File: config.mk
export PLATFORM = sky130hd
export DESIGN_NAME = fifo_rd_stream
export DESIGN_NICKNAME = d
export VERILOG_FILES = /design/src/rtl/fifo_rd_stream.sv
export SDC_FILE = /design/constraint.sdc
export NUM_CORES = 1
export LEC_CHECK = 0
export BUFFER_PORTS_ARGS = -buffer_cell sky130_fd_sc_hd__buf_4
export CORE_MARGIN = 1.5
export CORE_UTILIZATION = 25
export DETAILED_ROUTE_END_ITERATION = 16
export HOLD_SLACK_MARGIN = 0.08
export MAX_ROUTING_LAYER = met4
export PLACE_DENSITY = 0.4
export SLEW_MARGIN = 0
export SYNTH_ARGS = -nofsm -noshare
export SYNTH_HDL_FRONTEND = slang
export SYNTH_SLANG_ARGS = --single-unit
File: constraint.sdc
create_clock -name rd_clk -period 2.6 [get_ports rd_clk]
set_input_delay 0.52 -clock rd_clk [delete_from_list [all_inputs] [get_ports rd_clk]]
set_output_delay 0.52 -clock rd_clk [all_outputs]
set_load 0.05 [all_outputs]
File: src/rtl/fifo_rd_stream.sv
// fifo_rd_stream
//   Read-side drain engine for an asynchronous FIFO, clocked in the read domain.
//   Pops words with fifo_rd_en, absorbs the FIFO's one-cycle read latency and
//   presents the words as a valid/ready stream through a 2-entry skid buffer.
//   It sustains one word per cycle while the FIFO is non-empty and the sink is ready.
//
// Ports
//   rd_clk        read-domain clock (posedge)
//   rd_rst        asynchronous active-high reset
//   en            0 stops new FIFO reads; buffered and in-flight words still drain
//   flush         1-cycle pulse; discards buffered and in-flight words
//   fifo_empty    FIFO empty flag
//   fifo_rd_data  FIFO read data, valid the cycle after an accepted fifo_rd_en
//   fifo_rd_en    FIFO pop request (combinational)
//   m_data        stream data (registered buffer head)
//   m_valid       stream valid
//   m_ready       stream ready from the sink
//   rd_count      words delivered (m_valid && m_ready), wraps modulo 2^CNT_W
//   busy          buffer not empty or a read is in flight
module fifo_rd_stream #(
  parameter int WIDTH = 8,
  parameter int CNT_W = 16
) (
  input  logic             rd_clk,
  input  logic             rd_rst,
  input  logic             en,
  input  logic             flush,
  input  logic             fifo_empty,
  input  logic [WIDTH-1:0] fifo_rd_data,
  output logic             fifo_rd_en,
  output logic [WIDTH-1:0] m_data,
  output logic             m_valid,
  input  logic             m_ready,
  output logic [CNT_W-1:0] rd_count,
  output logic             busy
);

  logic             vld_p1;   // a FIFO read was accepted; its data is on fifo_rd_data now
  logic [1:0]       occ_p2;   // words held in the skid buffer (0..2)
  logic [WIDTH-1:0] tail_p2;  // second buffer entry; the head is m_data itself
  logic [1:0]       level;
  logic             pop;
  logic             push;
  logic             issue;

  assign pop   = m_valid && m_ready;
  assign push  = vld_p1 && !flush;
  assign level = occ_p2 + {1'b0, vld_p1};

  // A new read is allowed only if the word it brings will find a free slot:
  // either fewer than two words are committed, or one is leaving this cycle.
  assign issue = !rd_rst && en && !flush && !fifo_empty &&
                 ((level < 2'd2) || ((level == 2'd2) && pop));

  assign fifo_rd_en = issue;
  assign m_valid    = (occ_p2 != 2'd0);
  assign busy       = (occ_p2 != 2'd0) || vld_p1;

  // ---- stage p1: FIFO read in flight ----
  always_ff @(posedge rd_clk or posedge rd_rst) begin
    if (rd_rst) begin
      vld_p1 <= 1'b0;
    end else begin
      vld_p1 <= issue;
    end
  end

  // ---- stage p2: skid buffer head, occupancy and delivery counter ----
  always_ff @(posedge rd_clk or posedge rd_rst) begin
    if (rd_rst) begin
      occ_p2   <= 2'd0;
      m_data   <= '0;
      rd_count <= '0;
    end else begin
      if (pop) begin
        rd_count <= rd_count + CNT_W'(1);
      end
      if (flush) begin
        occ_p2 <= 2'd0;
      end else begin
        case ({push, pop})
          2'b10: begin
            occ_p2 <= occ_p2 + 2'd1;
            if (occ_p2 == 2'd0) begin
              m_data <= fifo_rd_data;
            end
          end
          2'b01: begin
            occ_p2 <= occ_p2 - 2'd1;
            m_data <= tail_p2;
          end
          2'b11: begin
            // Occupancy is unchanged; the head advances to the next-oldest word.
            m_data <= (occ_p2 == 2'd1) ? fifo_rd_data : tail_p2;
          end
          default: begin
          end
        endcase
      end
    end
  end

  // Tail entry carries data only; its contents are meaningless while occ_p2 < 2.
  always_ff @(posedge rd_clk) begin
    if (push && (((occ_p2 == 2'd1) && !pop) || ((occ_p2 == 2'd2) && pop))) begin
      tail_p2 <= fifo_rd_data;
    end
  end

endmodule

==> results.cfg, run 1 <==
[outcome]
status = finished, final reports clean

[logic_synthesis]
synth_seq_cells = 35
synthesis.instances = 151
synth_edf_count = 8
synth_top_area_cell = dfrtp_1
syn_nets = 170
netlist_area_um2 = 1750
synthTopCellsByCount = dfrtp_1 (27), xnor2_1 (11), nand2_1 (10)
async_flop_share_pct = 77.1
synthDistinctLibCells = 33
ys_warn_count = 0
yosys_most_used_dff = dfrtp_1
synthMostInstantiatedCell = dfrtp_1
yosysSeqAreaShare_pct = 52.5
avgSynthCellArea_um2 = 11.6
ys_top_cells_by_area = dfrtp_1 (39%), edfxtp_1 (14%), xnor2_1 (5.5%)
synth_top_area_share_pct = 38.7

[setup_path]
cpMaxStageDelayCell = dfrtp_1
cpPeakStageDelay_ps = 680
timing.rr.start = occ_p2[0]$_DFFE_PP0P_
worstPathArrival_ps = 1870
required_ps = 2080
path_cells = ha_1 -> xor2_1 -> o21ai_0 -> and4_1 -> buf_4
reg2regPathDepth = 7
end_kind = output port
path_buf_inv = 1
crit_type = flip-flop to output port
cp-start-kind = flip-flop
path_delay_family = flip-flops
ff2ff_setup_slack_ps = 580
path_max_fanout = 16
r2r_end = tail_p2[3]$_DFFE_PP_

[drt]
post_drt_wl_per_cell_um = 14.6
drtIter0Drc = 25
drc = 0
drt_first_pass_iters = 4
antenna_left = 0
via_count = 1323
via_per_inst = 4.74
drt-total-wl_um = 4090

[placed_design]
place_ws_ps = 446
globalplace.congestion = 0.730
portBuffers = 40
dp_hpwl_um = 3020

[power_and_ir_drop]
sw_frac_of_total_pct = 44.1
intPower_mw = 1.23
irDropWorstVdd_v = 0.000369
p_per_area_nw_per_um2 = 985
pwr-share-clk_pct = 17.3
power_switching_uw = 969
combPwrFrac_pct = 47.5
pwr-share-seq_pct = 35.2
p_leak_nw = 0.998

[clocking]
cts_tree = yes
cts_resized = 0
cts_buffers = 5
clkLatencyLatePin_ps = 280
cts.htree.levels = 2
path_clk_slew_ps = 70
clk_path_buf_depth = 2
postCtsSetupRepairBufs = 0
clockRootBuffer = clkbuf_8
clock-sinks = 35
cts_hold_buf = 0

[die]
die_y_um = 86.6
coreArea_um2 = 6760
pin_count = 41
die_w_um = 86.6
die_area_um2 = 7490
start_util_pct = 25.8
placementRows = 30

[timing]
rsz0062_at_grt = false
relSlewSlack_pct = 64.6
fin_crit_sh_pct = 91.7
tightest_slew_ps = 531
period_minus_slack_ps = 2390
setup_viol = 0
max_freq_mhz = 419
finalSetupTns_ps = 0
timing_hold_violations_final = 0
slew_viol_final = 0
finalWorstSetupSlack_ps = 215
fin_skew_ps = 4.41

[layout]
drive_gt1_share_pct = 27.6
area_growth_pct = 27.9
multi_input_area_um2 = 782
final_util_pct = 33.0
regArea_um2 = 916
nets = 217
n_fill_cell = 708
diodes = 0

[global_routing]
track_usage_pct = 12.6
grt_max_degree = 28
antenna_found_initial = 0
gr-total-overflow = 0
grt_first_pass_wirelength_um = 6980
grt_pass1_vias = 1386

[worst_hold_path]
hold_class = primary input to asynchronous set/reset pin

[flow_run]
max_cap_violations = 0
## power groups by stage
stage / Sequential (mW) / Combinational, mW / Clock [mW]
after floorplan: 1.10 / 0.429 / 0
after global placement: 0.780 / 1.04 / 0
after detailed placement: 0.786 / 1.05 / 0
after CTS: 0.775 / 1.05 / 0.399
after global routing: 0.796 / 1.11 / 0.427
final: 0.773 / 1.04 / 0.381
## per-layer routing
layer | share of wire (%) | up-vias | track usage (%) | routed length, µm
li1 | - | 635 | - | -
met1 | 44 | 643 | 15.6 | 1790
met2 | 49 | 37 | 19.7 | 1980
met3 | 5.8 | 8 | 3.81 | 235
met4 | 1.9 | 0 | 4.11 | 76
met5 | 0 | - | - | 0
## worst reg2reg max path, stage by stage (launching register included)
cell and delay [ps]:
dfrtp_1 410, inv_1 130, ha_1 290, nand2b_4 170, buf_4 230, mux2i_1 110
nor3b_1 190, buf_4 200
## how the worst max path moves through the flow
stage | slack (ps) | cells after the start | from | end
floorplan | 310 | 7 | occ_p2[0]$_DFFE_PP0P_ | tail_p2[0]$_DFFE_PP_
global placement | 510 | 6 | occ_p2[0]$_DFFE_PP0P_ | fifo_rd_en
detailed placement | 450 | 6 | occ_p2[0]$_DFFE_PP0P_ | fifo_rd_en
CTS | 120 | 6 | occ_p2[0]$_DFFE_PP0P_ | fifo_rd_en
global route | 50 | 4 | vld_p1$_DFF_PP0_ | fifo_rd_en
finish | 210 | 5 | vld_p1$_DFF_PP0_ | fifo_rd_en
## metrics by stage
| stage | std cells | power [mW] | instance area (µm²) | hold WS, ps |
|---|---|---|---|---|
| final | 279 | 2.20 | 2230 | 390 |
| after global routing | 279 | 2.34 | 2230 | 424 |
| after CTS | 278 | 2.22 | 2220 | 424 |
| after detailed placement | 270 | 1.83 | 2140 | 465 |
| after global placement | 270 | 1.82 | 2140 | 465 |
| after floorplan | 151 | 1.53 | 1750 | 572 |
## state kept, by name, indices dropped and copies added (netlist names)
name	count
m_data	8
rd_count	16
vld_p1	1
tail_p2	8
occ_p2	2
## logic make-up (layout without fill, tap and decap cells)
logic type                 Yosys count  count (layout)  share of synthesized area, %
muxes                                9               9                          5.16
and+or+nand+nor                     48              48                          16.9
xor gates and xnor gates            18              18                          9.03
AOI/OAI and AO/OA                   27              27                          10.1
DFF                                 35              35                          52.5
adders and majority gates            5               5                          3.58
buffers and inverters                9              57                          2.72
## layout by cell type (no fill, tap or decap)
cell type,synthesis,layout
clkbuf_1,1,2
clkbuf_8,0,5
nand2_1,10,10
nand3b_1,2,2
nand4_1,6,6
edfxtp_1,8,8
dfrtp_1,27,27
xor2_1,7,7
o22ai_1,8,8
xnor2_1,11,11
clkinv_2,0,1
mux2i_1,9,9
a21oi_1,1,1
nand3_1,4,4
a31oi_1,1,1
ha_1,5,5
nand2b_4,1,1
o21ai_0,9,9
or2b_1,1,1
nor3_1,1,1
and2b_1,1,1
inv_1,4,4
or3_1,1,1
buf_4,1,45
nor4_4,1,1
nor3_4,1,1
nor2b_1,8,8
and4_1,1,1
nor3b_1,1,1
o22a_1,8,8
nor2_1,6,6
and3_1,2,2
nand2_2,1,1
## cell type report
cell class | instances | area share, %
flip-flops and latches | 35 | 41.0
multi-input cells | 107 | 35.0
repair buffers | 45 | 15.1
well taps | 80 | 4.48
clock buffers | 7 | 3.42
inverters | 4 | 0.673
clock inverters | 1 | 0.224
Power figures use the tool's default switching activity.
==> inputs of run 2 (changes only) <==
--- a/config.mk
+++ b/config.mk
@@ -9,6 +9,7 @@
 export CORE_MARGIN = 1.5
 export CORE_UTILIZATION = 25
 export DETAILED_ROUTE_END_ITERATION = 16
+export GPL_ROUTABILITY_DRIVEN = 1
 export HOLD_SLACK_MARGIN = 0.08
 export MAX_ROUTING_LAYER = met4
 export PLACE_DENSITY = 0.4
==> constraint.sdc (replaced) <==
create_clock -name rd_clk -period 2.5 [get_ports rd_clk]
set_input_delay 0.5 -clock rd_clk [delete_from_list [all_inputs] [get_ports rd_clk]]
set_output_delay 0.5 -clock rd_clk [all_outputs]
set_load 0.05 [all_outputs]
==> run 2 against run 1 <==
  * Global-route usage barely moved
  * Total power up 3.7%
  * Critical path type unchanged
  * Critical path depth increased by 1
  * Flip-flop and latch count unchanged
  * Sequential share of layout area fell by 0.14 points
  * Highest routed layer unchanged
  * Clock power rose by 4%
  * Register-to-register slack got worse by 60 ps
  * Wire length rose by 2.1%
  * Largest power group unchanged
  * Combinational power up 5%
  * Clock-buffer cell count unchanged
==> results.cfg, run 2 (same netlist as run 1, synthesis figures left out) <==
[clocking]
cts.htree.levels = 2
cts_buffers = 5
cts_hold_buf = 0
clockRootBuffer = clkbuf_8
path_clk_slew_ps = 70
clk_path_buf_depth = 2
clock-sinks = 35
cts_tree = yes
clkLatencyLatePin_ps = 280

[die]
start_util_pct = 25.8
placementRows = 30
die_y_um = 86.6
coreArea_um2 = 6760
die_area_um2 = 7490
die_w_um = 86.6
pin_count = 41

[drt]
wl_met1_um = 1820
drt_first_pass_iters = 4
highest_layer = met4
met3_length_um = 210
drtIter0Drc = 39
drc = 0
via_per_inst = 4.81
wl_met2_um = 2090
post_drt_wl_per_cell_um = 14.9
via_count = 1346
antenna_left = 0
drt-total-wl_um = 4170

[timing]
relSlewSlack_pct = 71.5
period_minus_slack_ps = 2280
tightest_slew_ps = 425
rsz0062_at_grt = false
fin_skew_ps = 4.23
fin_crit_sh_pct = 91.1
max_freq_mhz = 439
setup_viol = 0
finalSetupTns_ps = 0
hold_ws_ps = 377
timing_hold_violations_final = 0
slew_viol_final = 0

[setup_path]
end_kind = output port
ff2ff_setup_slack_ps = 520
cpPeakStageDelay_ps = 420
path_cells = inv_1 -> ha_1 -> nand2b_4 -> o21ai_0 -> and4_1 -> buf_4
required_ps = 2000
path_max_fanout = 6
worstPathArrival_ps = 1780
cp-start-kind = flip-flop
cpMaxStageDelayCell = dfrtp_1
path_buf_inv = 2
crit_type = flip-flop to output port
path_delay_family = flip-flops

[global_routing]
grt_first_pass_wirelength_um = 6970
gr-total-overflow = 0
antenna_found_initial = 0
grt_max_degree = 28
grt_pass1_vias = 1389
track_usage_pct = 12.6

[layout]
final_common_cell = buf_4
drive_gt1_share_pct = 28.0
area_growth_pct = 28.3
diodes = 0
final_cell_mix = buf_4 (46), dfrtp_1 (27), xnor2_1 (11)
nets = 218
regMostFlops = rd_count
reg_top3 = rd_count: 16 flops, m_data: 8 flops, tail_p2: 8 flops
largest_reg_flops = 16

[power_and_ir_drop]
irDropWorstVdd_v = 0.000348
p_per_area_nw_per_um2 = 1020
p_leak_nw = 1.00

[worst_hold_path]
hold_class = primary input to asynchronous set/reset pin

[outcome]
status = finished, final reports clean

[placed_design]
portBuffers = 40
dp_hpwl_um = 3070
globalplace.congestion = 0.698

[flow_run]
max_cap_violations = 0
[run 2: path summary, 6_finish.rpt]
check | start | end | cells past startpoint
worst max-delay path | occ_p2[1]$_DFFE_PP0P_ | fifo_rd_en | 6
worst max register to register | occ_p2[0]$_DFFE_PP0P_ | tail_p2[3]$_DFFE_PP_ | 7
max in group asynchronous | rd_rst | rd_count[8]$_DFFE_PP0P_ | 3
worst min-delay path | rd_rst | m_data[1]$_DFFE_PP0P_ | 3
min in group rd_clk | fifo_rd_data[7] | tail_p2[7]$_DFFE_PP_ | 1
worst min register to register | rd_count[15]$_DFFE_PP0P_ | rd_count[15]$_DFFE_PP0P_ | 1
[run 2: metal layers]
layer	vias up	track usage, %
li1	640	-
met2	39	21.0
met5	-	-
met3	4	3.24
met4	0	3.96
met1	663	14.9
[run 2: timing repair]
item	CTS	global route
setup endpoints to repair	0	1
resized for setup	0	0
setup buffers	0	1
[run 2: area by class of cell]
class                   count  area (µm²)
clock buffers               7        76.3
clock inverters             1        5.00
fillers                   694        4520
inverters                   4        15.0
multi-input cells         107         782
flip-flops and latches     35         916
well taps                  80         100
repair buffers             46         345
[run 2: through the flow]
stage	utilization [%]	worst slack, ps	instances	power [mW]	cell area [µm²]
floorplan	-	212	151	1.59	1750
global placement	31.8	432	271	1.89	2150
detailed placement	31.8	372	271	1.90	2150
CTS	33.0	58.4	279	2.31	2230
global route	33.1	69.4	280	2.42	2240
finish	33.1	222	280	2.28	2240
[run 2: worst reg2reg max path, delay by kind of cell, from the launching register on]
kind / cells / cell delay [ps]
AND/OR/NAND/NOR: 2 / 350
adder cells (fa/ha/maj): 1 / 260
flip-flops: 1 / 400
multiplexers: 1 / 110
buffers and inverters: 3 / 560
[run 2: report_power, final]
part	switching [mW]	internal (mW)	total (mW)
registers	0.100	0.697	0.797
logic	0.701	0.386	1.09
clock network	0.201	0.196	0.396
total	1.00	1.28	2.28
==> inputs of run 3 (changes only) <==
==> config.mk (replaced) <==
export PLATFORM = sky130hd
export DESIGN_NAME = fifo_rd_stream
export DESIGN_NICKNAME = d
export VERILOG_FILES = /design/src/rtl/fifo_rd_stream.sv
export SDC_FILE = /design/constraint.sdc
export NUM_CORES = 1
export LEC_CHECK = 0
export CORE_MARGIN = 1.5
export CORE_UTILIZATION = 25
export DETAILED_ROUTE_END_ITERATION = 16
export DONT_BUFFER_PORTS = 1
export GPL_ROUTABILITY_DRIVEN = 1
export HOLD_SLACK_MARGIN = 0.08
export PLACE_DENSITY = 0.35
export SLEW_MARGIN = 0
export SYNTH_ARGS = -nofsm -noshare
export SYNTH_HDL_FRONTEND = slang
export SYNTH_SLANG_ARGS = --single-unit
==> run 3 against run 2 <==
  * Wire length increased by 1.4%
  * Design area decreased by 9.6%
  * Clock power increased by 26%
  * Non-clock buffer count decreased by 32
  * First-iteration DRC count decreased by 51%
  * Hold slack got worse by 100 ps
  * Clock skew decreased by 1.4 ps
  * Largest power group is now sequential cells
==> results.cfg, run 3 (same netlist as run 1, synthesis figures left out) <==
[drt]
antenna_left = 0
wl_met2_um = 2080
drc = 0
drt_first_pass_iters = 4
post_drt_wl_per_cell_um = 17.1
via_per_inst = 4.91
highest_layer = met4
wl_met1_um = 1880
drtIter0Drc = 19
via_count = 1217
drt-total-wl_um = 4230
met3_length_um = 241

[global_routing]
track_usage_pct = 11.9
grt_first_pass_wirelength_um = 6670
antenna_found_initial = 0
grt_pass1_vias = 1242
gr-total-overflow = 0
grt_max_degree = 28

[layout]
drive_gt1_share_pct = 14.9
largest_reg_flops = 16
regArea_um2 = 916
multi_input_area_um2 = 782
diodes = 0
regMostFlops = rd_count
final_area_um2 = 2030
area_growth_pct = 16.1
final_cell_mix = dfrtp_1 (27), buf_4 (14), xnor2_1 (11)
reg_top3 = rd_count: 16 flops, m_data: 8 flops, tail_p2: 8 flops
n_fill_cell = 691
final_common_cell = dfrtp_1
nets = 186

[timing]
period_minus_slack_ps = 2230
fin_crit_sh_pct = 89.1
timing_hold_violations_final = 0
tightest_slew_ps = 612
finalSetupTns_ps = 0
fin_skew_ps = 2.80
relSlewSlack_pct = 59.2
rsz0062_at_grt = false
setup_viol = 0
max_freq_mhz = 449
slew_viol_final = 0

[die]
pin_count = 41
die_area_um2 = 7490
coreArea_um2 = 6760
start_util_pct = 25.8
die_w_um = 86.6
die_y_um = 86.6
placementRows = 30

[placed_design]
dpl_cell_area_um2 = 1900
globalplace.congestion = 0.784
dp_hpwl_um = 3140
portBuffers = 0

[outcome]
status = finished, final reports clean

[setup_path]
ff2ff_setup_slack_ps = 560
reg2regPathDepth = 6
path_cells = inv_1 -> ha_1 -> nand2b_4 -> o21ai_0 -> and4_1 -> buf_4
crit_type = flip-flop to output port
cpPeakStageDelay_ps = 380
r2r_end = m_data[6]$_DFFE_PP0P_
required_ps = 2000
worstPathArrival_ps = 1730
timing.rr.start = occ_p2[0]$_DFFE_PP0P_
cp-start-kind = flip-flop
cpMaxStageDelayCell = dfrtp_1
path_max_fanout = 6
end_kind = output port

[clocking]
cts_hold_buf = 0
clockRootBuffer = clkbuf_8
cts_tree = yes
clk_path_buf_depth = 2
postCtsSetupRepairBufs = 0
clock-sinks = 35
path_clk_slew_ps = 70
cts_buffers = 5
clkLatencyLatePin_ps = 280
cts.htree.levels = 2
cts_resized = 0

[worst_hold_path]
hp-start = flush
holdPathStages = 1
hold_path_end = occ_p2[1]$_DFFE_PP0P_
hold_class = primary input to flip-flop

[power_and_ir_drop]
p_leak_nw = 0.856
p_total_mw = 2.25
irDropWorstVdd_v = 0.000389
p_per_area_nw_per_um2 = 1110

[flow_run]
max_cap_violations = 0
==> run 3: changes by cell type in the layout (fill, tap and decap cells not counted), sizes merged <==
| cell | delta |
|---|---|
| buf | -32 |
| bufinv | +1 |
| clkinv | +1 |
| clkbuf | -2 |
==> run 3: report_power, final <==
| group | leakage, nW | switching [mW] | internal (mW) |
|---|---|---|---|
| registers | 0.416 | 0.321 | 0.691 |
| logic | 0.385 | 0.460 | 0.274 |
| clock network | 0.0556 | 0.207 | 0.292 |
| total | 0.856 | 0.988 | 1.26 |
==> run 3: worst max-delay path by stage <==
| stage | startpoint | endpoint | slack, ps | cells after the start |
|---|---|---|---|---|
| 2_1_floorplan | occ_p2[0]$_DFFE_PP0P_ | tail_p2[0]$_DFFE_PP_ | 210 | 7 |
| 3_3_place_gp | occ_p2[0]$_DFFE_PP0P_ | fifo_rd_en | 460 | 6 |
| 3_5_place_dp | occ_p2[0]$_DFFE_PP0P_ | fifo_rd_en | 410 | 6 |
| 4_1_cts | occ_p2[0]$_DFFE_PP0P_ | fifo_rd_en | 90 | 6 |
| 5_1_grt | occ_p2[0]$_DFFE_PP0P_ | fifo_rd_en | 80 | 6 |
| 6_report | occ_p2[0]$_DFFE_PP0P_ | fifo_rd_en | 270 | 6 |
==> run 3: through the flow <==
step | std cells | hold slack [ps] | utilization [%] | setup slack, ps
after floorplan | 151 | 558 | - | 212
after global placement | 237 | 566 | 28.1 | 458
after detailed placement | 237 | 570 | 28.1 | 412
after CTS | 245 | 263 | 29.6 | 91.1
after global routing | 248 | 254 | 30.0 | 82.9
final | 248 | 275 | 30.0 | 272
==> run 3: area by class of cell <==
cell class / instances / area share (%)
clock inverters: 3 / 1.91
flip-flops and latches: 35 / 45.2
inverters: 4 / 0.741
clock buffers: 5 / 3.40
well taps: 80 / 4.94
multi-input cells: 107 / 38.6
repair buffers: 14 / 5.19
==> run 3: per-layer routing <==
layer | GRT usage (%) | up-vias
met4 | 3.52 | 0
met1 | 14.3 | 613
met3 | 4.67 | 2
li1 | - | 575
met5 | 0 | -
met2 | 19.7 | 27
==> run 3: worst max-delay path: cells and delay by family, from the launching register on <==
kind	cells	cell delay [ps]
DFF	1	380
and+or+nand+nor	2	380
buffers and inverters	2	290
adders and majority gates	1	270
AOI/OAI and AO/OA	1	130
